===== config.mk =====
export PLATFORM = sky130hd
export DESIGN_NAME = serial_adder_ctrl
export DESIGN_NICKNAME = d
export VERILOG_FILES = /design/src/rtl/serial_adder_ctrl.sv
export SDC_FILE = /design/constraint.sdc
export NUM_CORES = 1
export LEC_CHECK = 0
export CAP_MARGIN = 15
export CORE_MARGIN = 2
export CORE_UTILIZATION = 55
export DETAILED_ROUTE_END_ITERATION = 8
export GPL_TIMING_DRIVEN = 0
export HOLD_SLACK_MARGIN = 0.05
export PLACE_DENSITY = 0.84
export SYNTH_ARGS = -nofsm -noshare
export SYNTH_HDL_FRONTEND = slang
export SYNTH_SLANG_ARGS = --single-unit

===== constraint.sdc =====
create_clock -name clk -period 2.5 [get_ports clk]
set_clock_uncertainty 0.05 [all_clocks]
set_input_delay 0.5 -clock clk [delete_from_list [all_inputs] [get_ports clk]]
set_output_delay 0.5 -clock clk [all_outputs]
set_load 0.1 [all_outputs]

===== src/rtl/serial_adder_ctrl.sv =====
`timescale 1ns/1ps
// serial_adder_ctrl: bit-serial adder around one full-adder cell and a carry flop, LSB first.
// Define SERIAL_ADDER_SUB_EN to add the sub port and a - b - cin (borrow-in) support.
module serial_adder_ctrl #(
    parameter int WIDTH = 8
) (
    input  logic             clk,
    input  logic             rst_n,
    input  logic             in_valid,
    output logic             in_ready,
    input  logic [WIDTH-1:0] a,
    input  logic [WIDTH-1:0] b,
    input  logic             cin,
`ifdef SERIAL_ADDER_SUB_EN
    input  logic             sub,
`endif
    output logic             out_valid,
    input  logic             out_ready,
    output logic [WIDTH-1:0] sum,
    output logic             cout,
    output logic             busy
);
    localparam int CW = $clog2(WIDTH);
    localparam logic [CW-1:0] LAST = CW'(WIDTH - 1);

    typedef enum logic [1:0] {IDLE, RUN, DONE} state_t;

    state_t           state, state_nxt;
    logic [WIDTH-1:0] a_sh, b_sh, sum_sh, b_load;
    logic [CW-1:0]    cnt;
    logic             carry, carry_load, s_bit, c_bit, accept;

    always_ff @(posedge clk or negedge rst_n) begin
        if (!rst_n) state <= IDLE;
        else        state <= state_nxt;
    end

    always_comb begin
        state_nxt = state;
        in_ready  = 1'b0;
        out_valid = 1'b0;
        busy      = 1'b0;
        case (state)
            IDLE: begin
                in_ready = 1'b1;
                if (in_valid) state_nxt = RUN;
            end
            RUN: begin
                busy = 1'b1;
                if (cnt == LAST) state_nxt = DONE;
            end
            DONE: begin
                busy      = 1'b1;
                out_valid = 1'b1;
                if (out_ready) state_nxt = IDLE;
            end
            default: state_nxt = IDLE;
        endcase
    end

    assign accept = in_valid & in_ready;
    assign s_bit  = a_sh[0] ^ b_sh[0] ^ carry;
    assign c_bit  = (a_sh[0] & b_sh[0]) | (a_sh[0] & carry) | (b_sh[0] & carry);

    // Subtraction is a + ~b + ~cin, so only the load values of b and carry differ.
`ifdef SERIAL_ADDER_SUB_EN
    assign b_load     = sub ? ~b : b;
    assign carry_load = sub ? ~cin : cin;
`else
    assign b_load     = b;
    assign carry_load = cin;
`endif

    always_ff @(posedge clk or negedge rst_n) begin
        if (!rst_n) begin
            a_sh   <= '0;
            b_sh   <= '0;
            sum_sh <= '0;
            carry  <= 1'b0;
            cnt    <= '0;
            sum    <= '0;
            cout   <= 1'b0;
        end else if (accept) begin
            a_sh  <= a;
            b_sh  <= b_load;
            carry <= carry_load;
            cnt   <= '0;
        end else if (state == RUN) begin
            a_sh   <= a_sh >> 1;
            b_sh   <= b_sh >> 1;
            sum_sh <= {s_bit, sum_sh[WIDTH-1:1]};
            carry  <= c_bit;
            // Outputs only update on the final bit so they stay stable through RUN.
            if (cnt == LAST) begin
                sum  <= {s_bit, sum_sh[WIDTH-1:1]};
                cout <= c_bit;
            end else begin
                cnt <= cnt + 1'b1;
            end
        end
    end

endmodule


==> results.txt, run 1 <==
----------------------------------------------------
[Status]
  Status ... completed

[Global route]
  Number of global-route vias before repair ... approximately 1200
  Initial antenna violation count ... 0
  Wire length of the first global-routing pass ... a little over 5000 microns
  Aggregate global-route resource usage ... 19.4%
  Pin count of the biggest net entering global routing ... 39
  Remaining Overflow, GRT ... 0

[Pwr]
  Max IR drop VDD ... ~0.74 mV
  Leakage power ... a little over 1 nW
  Power per standard cell area ... roughly 1400 mW/mm^2
  Total Power Consumption ... ~3.1 mW

[Placed design]
  Instance area after placement ... around 0.0021 sq mm
  GPL Wtd Cong ... 0.775
  Number of buffers inserted by port buffering ... 32
  Place WS ... 0.0544 ns
  HPWL after DPL ... roughly 2300 microns

[Layout]
  Share of final-layout standard cells stronger than drive strength 1 ... 22.7%
  Synthesis-to-finish area growth ... 25.3%
  Number of diodes ... 0
  Final instance area ... approximately 0.0022 sq mm
  Number of fillers in the final layout ... about 230
  Count of nets after finishing ... 204

[STA]
  Final worst slack ... 0.0951 ns
  Setup repair after global routing missed its margin ... no
  Slew HR ... 34.9%
  Final Slew Violations ... 0
  Number of failing hold endpoints at the final stage ... 0
  Fraction of the cycle the final worst path needs ... between 90 and 100%
  Slew @ Worst Pin ... between 0.9 and 1 ns
  Post-layout min period ... around 2.4 ns
  Setup-violating endpoint count in the final report ... 0
  Top achievable clock speed ... slightly above 400 MHz
  Sum of negative setup slack ... 0 ns

[Clocking]
  Bufs on Longest Clock Path ... 2
  Post-cts sizing count ... 6
  CTS root buf ... sky130_fd_sc_hd__clkbuf_4
  TritonCTS Buffers ... 5
  Later-pin clock latency in the skew report ... roughly 0.33 ns
  CTS clock-pin slew for the worst setup and hold paths ... around 0.11 ns
  H-tree Lvls ... 2
  TritonCTS clock tree ... built
  Hold-fix buffers, CTS ... 0
  Clk sink count ... 38
  Setup Fix Bufs, Post-CTS ... 0

[Synth]
  Flops & latches, synth ... 38
  Number of different library cells in the post-synthesis netlist ... 21
  Count of yosys warnings during synthesis ... 0
  Post-Synthesis Cell Area ... roughly 0.0017 sq mm
  Average instance area after synthesis ... about 13 sq um
  Post-Synthesis Cells ... ~140
  Number of nets produced by synthesis ... approximately 170
  Sequential cell area fraction in the yosys report ... 54.8%

[Routing]
  Total Wirelength ... around 3000 microns
  Violation count after the first detailed-routing iteration ... 35
  Average wire per standard cell ... about 14 microns
  Number of vias after detailed routing ... around 1100
  Final routed DRC violation total ... 0
  Post-detailed-route via-to-cell ratio ... between 5 and 6
  Antenna Nets Post-Route ... 0
  Detailed-routing iteration count for the pre-antenna-repair pass ... 4

[Setup path]
  Kind of end point of the critical path ... output pin
  Maximum fanout count along the critical path ... 2
  Required time at the endpoint of the critical path ... roughly 2.0 ns
  Critical path buffer and inverter count ... 1
  Crit path arrival time ... between 1.5 and 2 ns
  Kind of cell adding the most delay to the critical path ... buffers and inverters
  Chain of cells forming the critical path ... clkdlybuf4s50_1
  Slowest cell on the critical path ... sky130_fd_sc_hd__clkdlybuf4s50_1
  Crit start category ... flip-flop
  Critical Path Max Stage Delay ... between 1 and 1.5 ns
  Crit Path Category ... flip-flop to output pin

[Floorplan]
  Vertical die dimension ... 60.2 microns
  Core area ... slightly above 0.003 sq mm
  Number of I/O pins ... 33
  Initial standard-cell utilization of the core ... between 50% and 60%
  Width of the chip ... ~60 microns
  Full die area ... around 0.0036 sq mm
  Row Count ... 20

[Flow run]
  Reported max-cap violation count ... 0

[Worst hold path]
  Path type of the worst min-delay path ... input pin to asynchronous set/reset pin

----------------------------------------------------
-- placed cells by master (no fill, tap or decap) --
cell	netlist	final
sky130_fd_sc_hd__clkdlybuf4s50_1	0	28
sky130_fd_sc_hd__mux2i_1	17	17
sky130_fd_sc_hd__nand2_2	1	1
sky130_fd_sc_hd__bufinv_16	0	1
sky130_fd_sc_hd__and2_1	1	1
sky130_fd_sc_hd__nand2b_1	2	2
sky130_fd_sc_hd__nand2_1	17	17
sky130_fd_sc_hd__clkinv_2	0	2
sky130_fd_sc_hd__dfrtp_1	38	38
sky130_fd_sc_hd__o221ai_2	1	1
sky130_fd_sc_hd__nand2b_4	1	1
sky130_fd_sc_hd__buf_6	2	2
sky130_fd_sc_hd__fa_1	1	1
sky130_fd_sc_hd__buf_2	2	3
sky130_fd_sc_hd__ha_1	7	7
sky130_fd_sc_hd__o21ai_0	17	17
sky130_fd_sc_hd__inv_1	4	4
sky130_fd_sc_hd__mux2_2	16	16
sky130_fd_sc_hd__xor2_1	1	1
sky130_fd_sc_hd__mux2_4	2	2
sky130_fd_sc_hd__buf_8	1	1
sky130_fd_sc_hd__clkdlybuf4s15_2	0	1
sky130_fd_sc_hd__buf_4	1	1
sky130_fd_sc_hd__clkbuf_4	0	5
sky130_fd_sc_hd__nor2_1	3	3
sky130_fd_sc_hd__clkbuf_2	1	3
-- routing by layer --
layer  track usage [%]  part of all wire (%)  vias to the layer above
li1                  -                     -                      536
met1              22.1                    42                      552
met2              34.3                    53                       31
met3              3.90                   3.7                        7
met4              9.52                   1.5                        0
met5                 0                     0                        -
-- per-stage QoR --
| stage | hold WS, ns | std cells | util [%] |
|---|---|---|---|
| floorplan | 0.154 | 136 | - |
| global placement | 0.436 | 212 | 69.8 |
| detailed placement | 0.445 | 212 | 69.6 |
| CTS | 0.222 | 220 | 72.1 |
| global route | 0.243 | 220 | 71.9 |
| finish | 0.196 | 220 | 71.9 |
-- path summary, 6_finish.rpt --
path / startpoint / end / slack (ns) / depth (start not counted)
worst max-delay path: cout / cout / 0.1 / 1
worst min-delay path: rst_n / sum[5] / 0.20 / 1
worst max register to register: state[1] / sum[5] / 0.92 / 5
worst min register to register: sum[2] / sum[2] / 0.46 / 1
max in group asynchronous: rst_n / b_sh[0] / 1.70 / 1
min in group clk: sum[2] / sum[2] / 0.46 / 1
-- power breakdown --
group	total [mW]	switching (mW)	internal (mW)
clock network	0.398	0.191	0.207
registers	1.06	0.174	0.886
logic	1.60	0.996	0.599
-- flip-flops by register name (all words and copies together) (netlist names) --
| register | cells |
|---|---|
| b_sh | 8 |
| cnt | 3 |
| a_sh | 8 |
| cout | 1 |
| carry | 1 |
| sum_sh | 7 |
| state | 2 |
| sum | 8 |
-- cell type report --
type	count	area (sq um)	area share, %
Clock buffer	5	37.5	1.73
Timing Repair Buffer	32	307	14.1
Clock inverter	3	40.0	1.84
Tap cell	44	55.1	2.53
Multi-Input combinational cell	87	711	32.7
Buffer	7	60.1	2.76
Sequential cell	38	951	43.7
Inverter	4	15.0	0.690
-- synthesized netlist by cell type (all sizes together) --
cell type	n	area (sq um)
fa	1	20.0
o21ai	17	85.1
buf	6	55.1
mux2	18	210
and2	1	6.26
nand2b	3	26.3
inv	4	15.0
nand2	18	70.1
clkbuf	1	5.00
xor2	1	8.76
o221ai	1	15.0
dfrtp	38	951
ha	7	87.6
nor2	3	11.3
mux2i	17	170
-- cells by family (layout without fill, tap and decap cells) --
kind of cell | after synthesis | count (layout) | synth area share (%)
muxes | 35 | 35 | 21.9
DFF | 38 | 38 | 54.8
AOI/OAI and AO/OA | 18 | 18 | 5.76
and+or+nand+nor | 25 | 25 | 6.56
xor gates and xnor gates | 1 | 1 | 0.504
adders and majority gates | 8 | 8 | 6.20
buffers and inverters | 11 | 51 | 4.32
Power figures use the tool's default switching activity.
==> run 2, diff against run 1 <==
Settings changed: SLEW_MARGIN set to 5.
==> results of run 2 <==
Same layout as run 1: the final DEF is identical, and so are final timing and power.
==> run 3, diff against run 2 <==
Settings changed: MAX_ROUTING_LAYER set to met4, PLACE_DENSITY 0.84 to 0.87.
==> run 3 against run 2 <==
Via count is 0.71% lower. First-iteration DRC count up 34%. Non-clock buffer count did not move. Core utilization is essentially flat. Critical path type unchanged. Highest routed layer unchanged.
==> results.txt, run 3 (synthesis results as in run 1) <==
----------------------------------------------------
[Pwr]
  Leakage power ... between 1 and 1.5 nW
  Max IR drop VDD ... 0.862 mV
  Sw Share ... 44.5%
  Part of the total power dissipated in combinational logic ... between 50% and 60%
  Power per standard cell area ... about 1400 mW/mm^2
  Design internal power ... about 1.7 mW
  Portion of total power attributed to the clock network ... about an eighth
  Share of power burned in registers ... between 30% and 40%
  Net switching power ... approximately 1.3 mW

[Global route]
  Number of global-route vias before repair ... approximately 1100
  Aggregate global-route resource usage ... between 20% and 30%
  Remaining Overflow, GRT ... 0
  Initial antenna violation count ... 0
  Pin count of the biggest net entering global routing ... 39
  Wire length of the first global-routing pass ... roughly 5100 microns

[Floorplan]
  Row Count ... 20
  Width of the chip ... roughly 60 microns
  Vertical die dimension ... roughly 60 microns
  Full die area ... 0.00362 sq mm
  Core area ... ~0.003 sq mm
  Number of I/O pins ... 33
  Initial standard-cell utilization of the core ... approximately 57%

[Clocking]
  CTS clock-pin slew for the worst setup and hold paths ... 0.11 ns
  TritonCTS Buffers ... 5
  Setup Fix Bufs, Post-CTS ... 0
  Later-pin clock latency in the skew report ... ~0.33 ns
  Clk sink count ... 38
  CTS root buf ... sky130_fd_sc_hd__clkbuf_4
  H-tree Lvls ... 2
  Bufs on Longest Clock Path ... 2
  TritonCTS clock tree ... built

[STA]
  Sum of negative setup slack ... 0 ns
  Post-layout min period ... ~2.4 ns
  Top achievable clock speed ... 418 MHz
  Setup repair after global routing missed its margin ... no
  Number of failing hold endpoints at the final stage ... 0
  Fraction of the cycle the final worst path needs ... between 90 and 100%
  Slew HR ... between 30% and 40%
  Final Slew Violations ... 0
  Setup-violating endpoint count in the final report ... 0
  Slew @ Worst Pin ... roughly 0.97 ns
  Final worst slack ... around 0.11 ns

[Routing]
  Antenna Nets Post-Route ... 0
  Total Wirelength ... just under 3000 microns
  Violation count after the first detailed-routing iteration ... 47
  Detailed-routing iteration count for the pre-antenna-repair pass ... 4
  Number of vias after detailed routing ... approximately 1100
  Average wire per standard cell ... 13.5 microns
  Final routed DRC violation total ... 0
  Post-detailed-route via-to-cell ratio ... between 5 and 6

[Placed design]
  GPL Wtd Cong ... 0.748
  Number of buffers inserted by port buffering ... 32
  Place WS ... 0.0625 ns
  HPWL after DPL ... roughly 2300 microns

[Setup path]
  Kind of cell adding the most delay to the critical path ... buffers and inverters
  Critical Path Max Stage Delay ... between 1 and 1.5 ns
  Slowest cell on the critical path ... sky130_fd_sc_hd__clkdlybuf4s50_1
  Crit start category ... flip-flop
  Crit path arrival time ... approximately 1.8 ns
  Total stage count of the critical path ... 1
  Maximum fanout count along the critical path ... 2
  Required time at the endpoint of the critical path ... between 1.5 and 2 ns
  Kind of end point of the critical path ... output pin
  Chain of cells forming the critical path ... clkdlybuf4s50_1
  Crit Path Category ... flip-flop to output pin
  R2R cell count ... 5
  Critical path buffer and inverter count ... 1

[Layout]
  Largest registers in the final layout ... a_sh x8, b_sh x8, sum x8
  Leading cell types in the layout, fill and taps excluded ... sky130_fd_sc_hd__dfrtp_1, sky130_fd_sc_hd__clkdlybuf4s50_1, sky130_fd_sc_hd__mux2i_1, sky130_fd_sc_hd__nand2_1, sky130_fd_sc_hd__o21ai_0
  Fraction of the core area covered by cells at the end of the flow ... between 70% and 80%
  Number of fillers in the final layout ... roughly 220
  Share of final-layout standard cells stronger than drive strength 1 ... 22.7%
  Leading cell type in the layout, fill and taps excluded ... sky130_fd_sc_hd__dfrtp_1
  Count of nets after finishing ... between 200 and 250
  Number of diodes ... 0
  Synthesis-to-finish area growth ... 25.4%

[Flow run]
  Reported max-cap violation count ... 0

[Worst hold path]
  Path type of the worst min-delay path ... input pin to asynchronous set/reset pin

[Status]
  Status ... completed

----------------------------------------------------
run 3: cell count changes in the layout (fill, tap and decap cells not counted), sizes merged:
cell,delta
clkbuf,+3
clkinv,-2
bufinv,-1
run 3: metrics by stage:
step	instance area, sq um	power (mW)	cells	hold slack (ns)
finish	2180	3.02	220	0.201
global route	2180	3.23	220	0.255
CTS	2190	3.06	220	0.213
detailed placement	2110	2.69	212	0.453
global placement	2110	2.62	212	0.437
floorplan	1740	2.33	136	0.154
run 3: cell type report:
type | instances | area, sq um | area share, %
plain buffers | 7 | 60.1 | 2.76
inverters | 4 | 15.0 | 0.690
repair buffers | 32 | 307 | 14.1
well taps | 44 | 55.1 | 2.53
clock buffers | 8 | 78.8 | 3.62
multi-input cells | 87 | 711 | 32.6
flip-flops and latches | 38 | 951 | 43.7
run 3: routing by layer:
| layer | global-route usage [%] | part of all wire [%] |
|---|---|---|
| met1 | 22.4 | 42 |
| met2 | 34.0 | 53 |
| met3 | 6.06 | 4.3 |
| met4 | 7.30 | 1.2 |
| met5 | - | 0 |
run 3: what timing repair did:
| item | 4_1_cts | 5_1_grt |
|---|---|---|
| gates resized for setup | 6 | 3 |
| setup endpoints to repair | 3 | 2 |
| cloned | 0 | 0 |
| hold buffers | 0 | 0 |
run 3: final timing paths:
kind / start / end / slack, ns
max in group asynchronous: rst_n / b_sh[5] / 1.69
min in group clk: cout / cout / 0.47
min: rst_n / state[0] / 0.20
max reg2reg: state[1] / sum[3] / 0.91
min reg2reg: cout / cout / 0.47
max: sum[7] / sum[7] / 0.11
run 3: power by group through the flow:
stage	clock network, mW	registers (mW)	logic, mW
3_3_place_gp	0	1.04	1.57
2_1_floorplan	0	1.32	1.01
4_1_cts	0.393	1.05	1.61
3_5_place_dp	0	1.07	1.63
6_report	0.382	1.05	1.59
5_1_grt	0.415	1.09	1.72
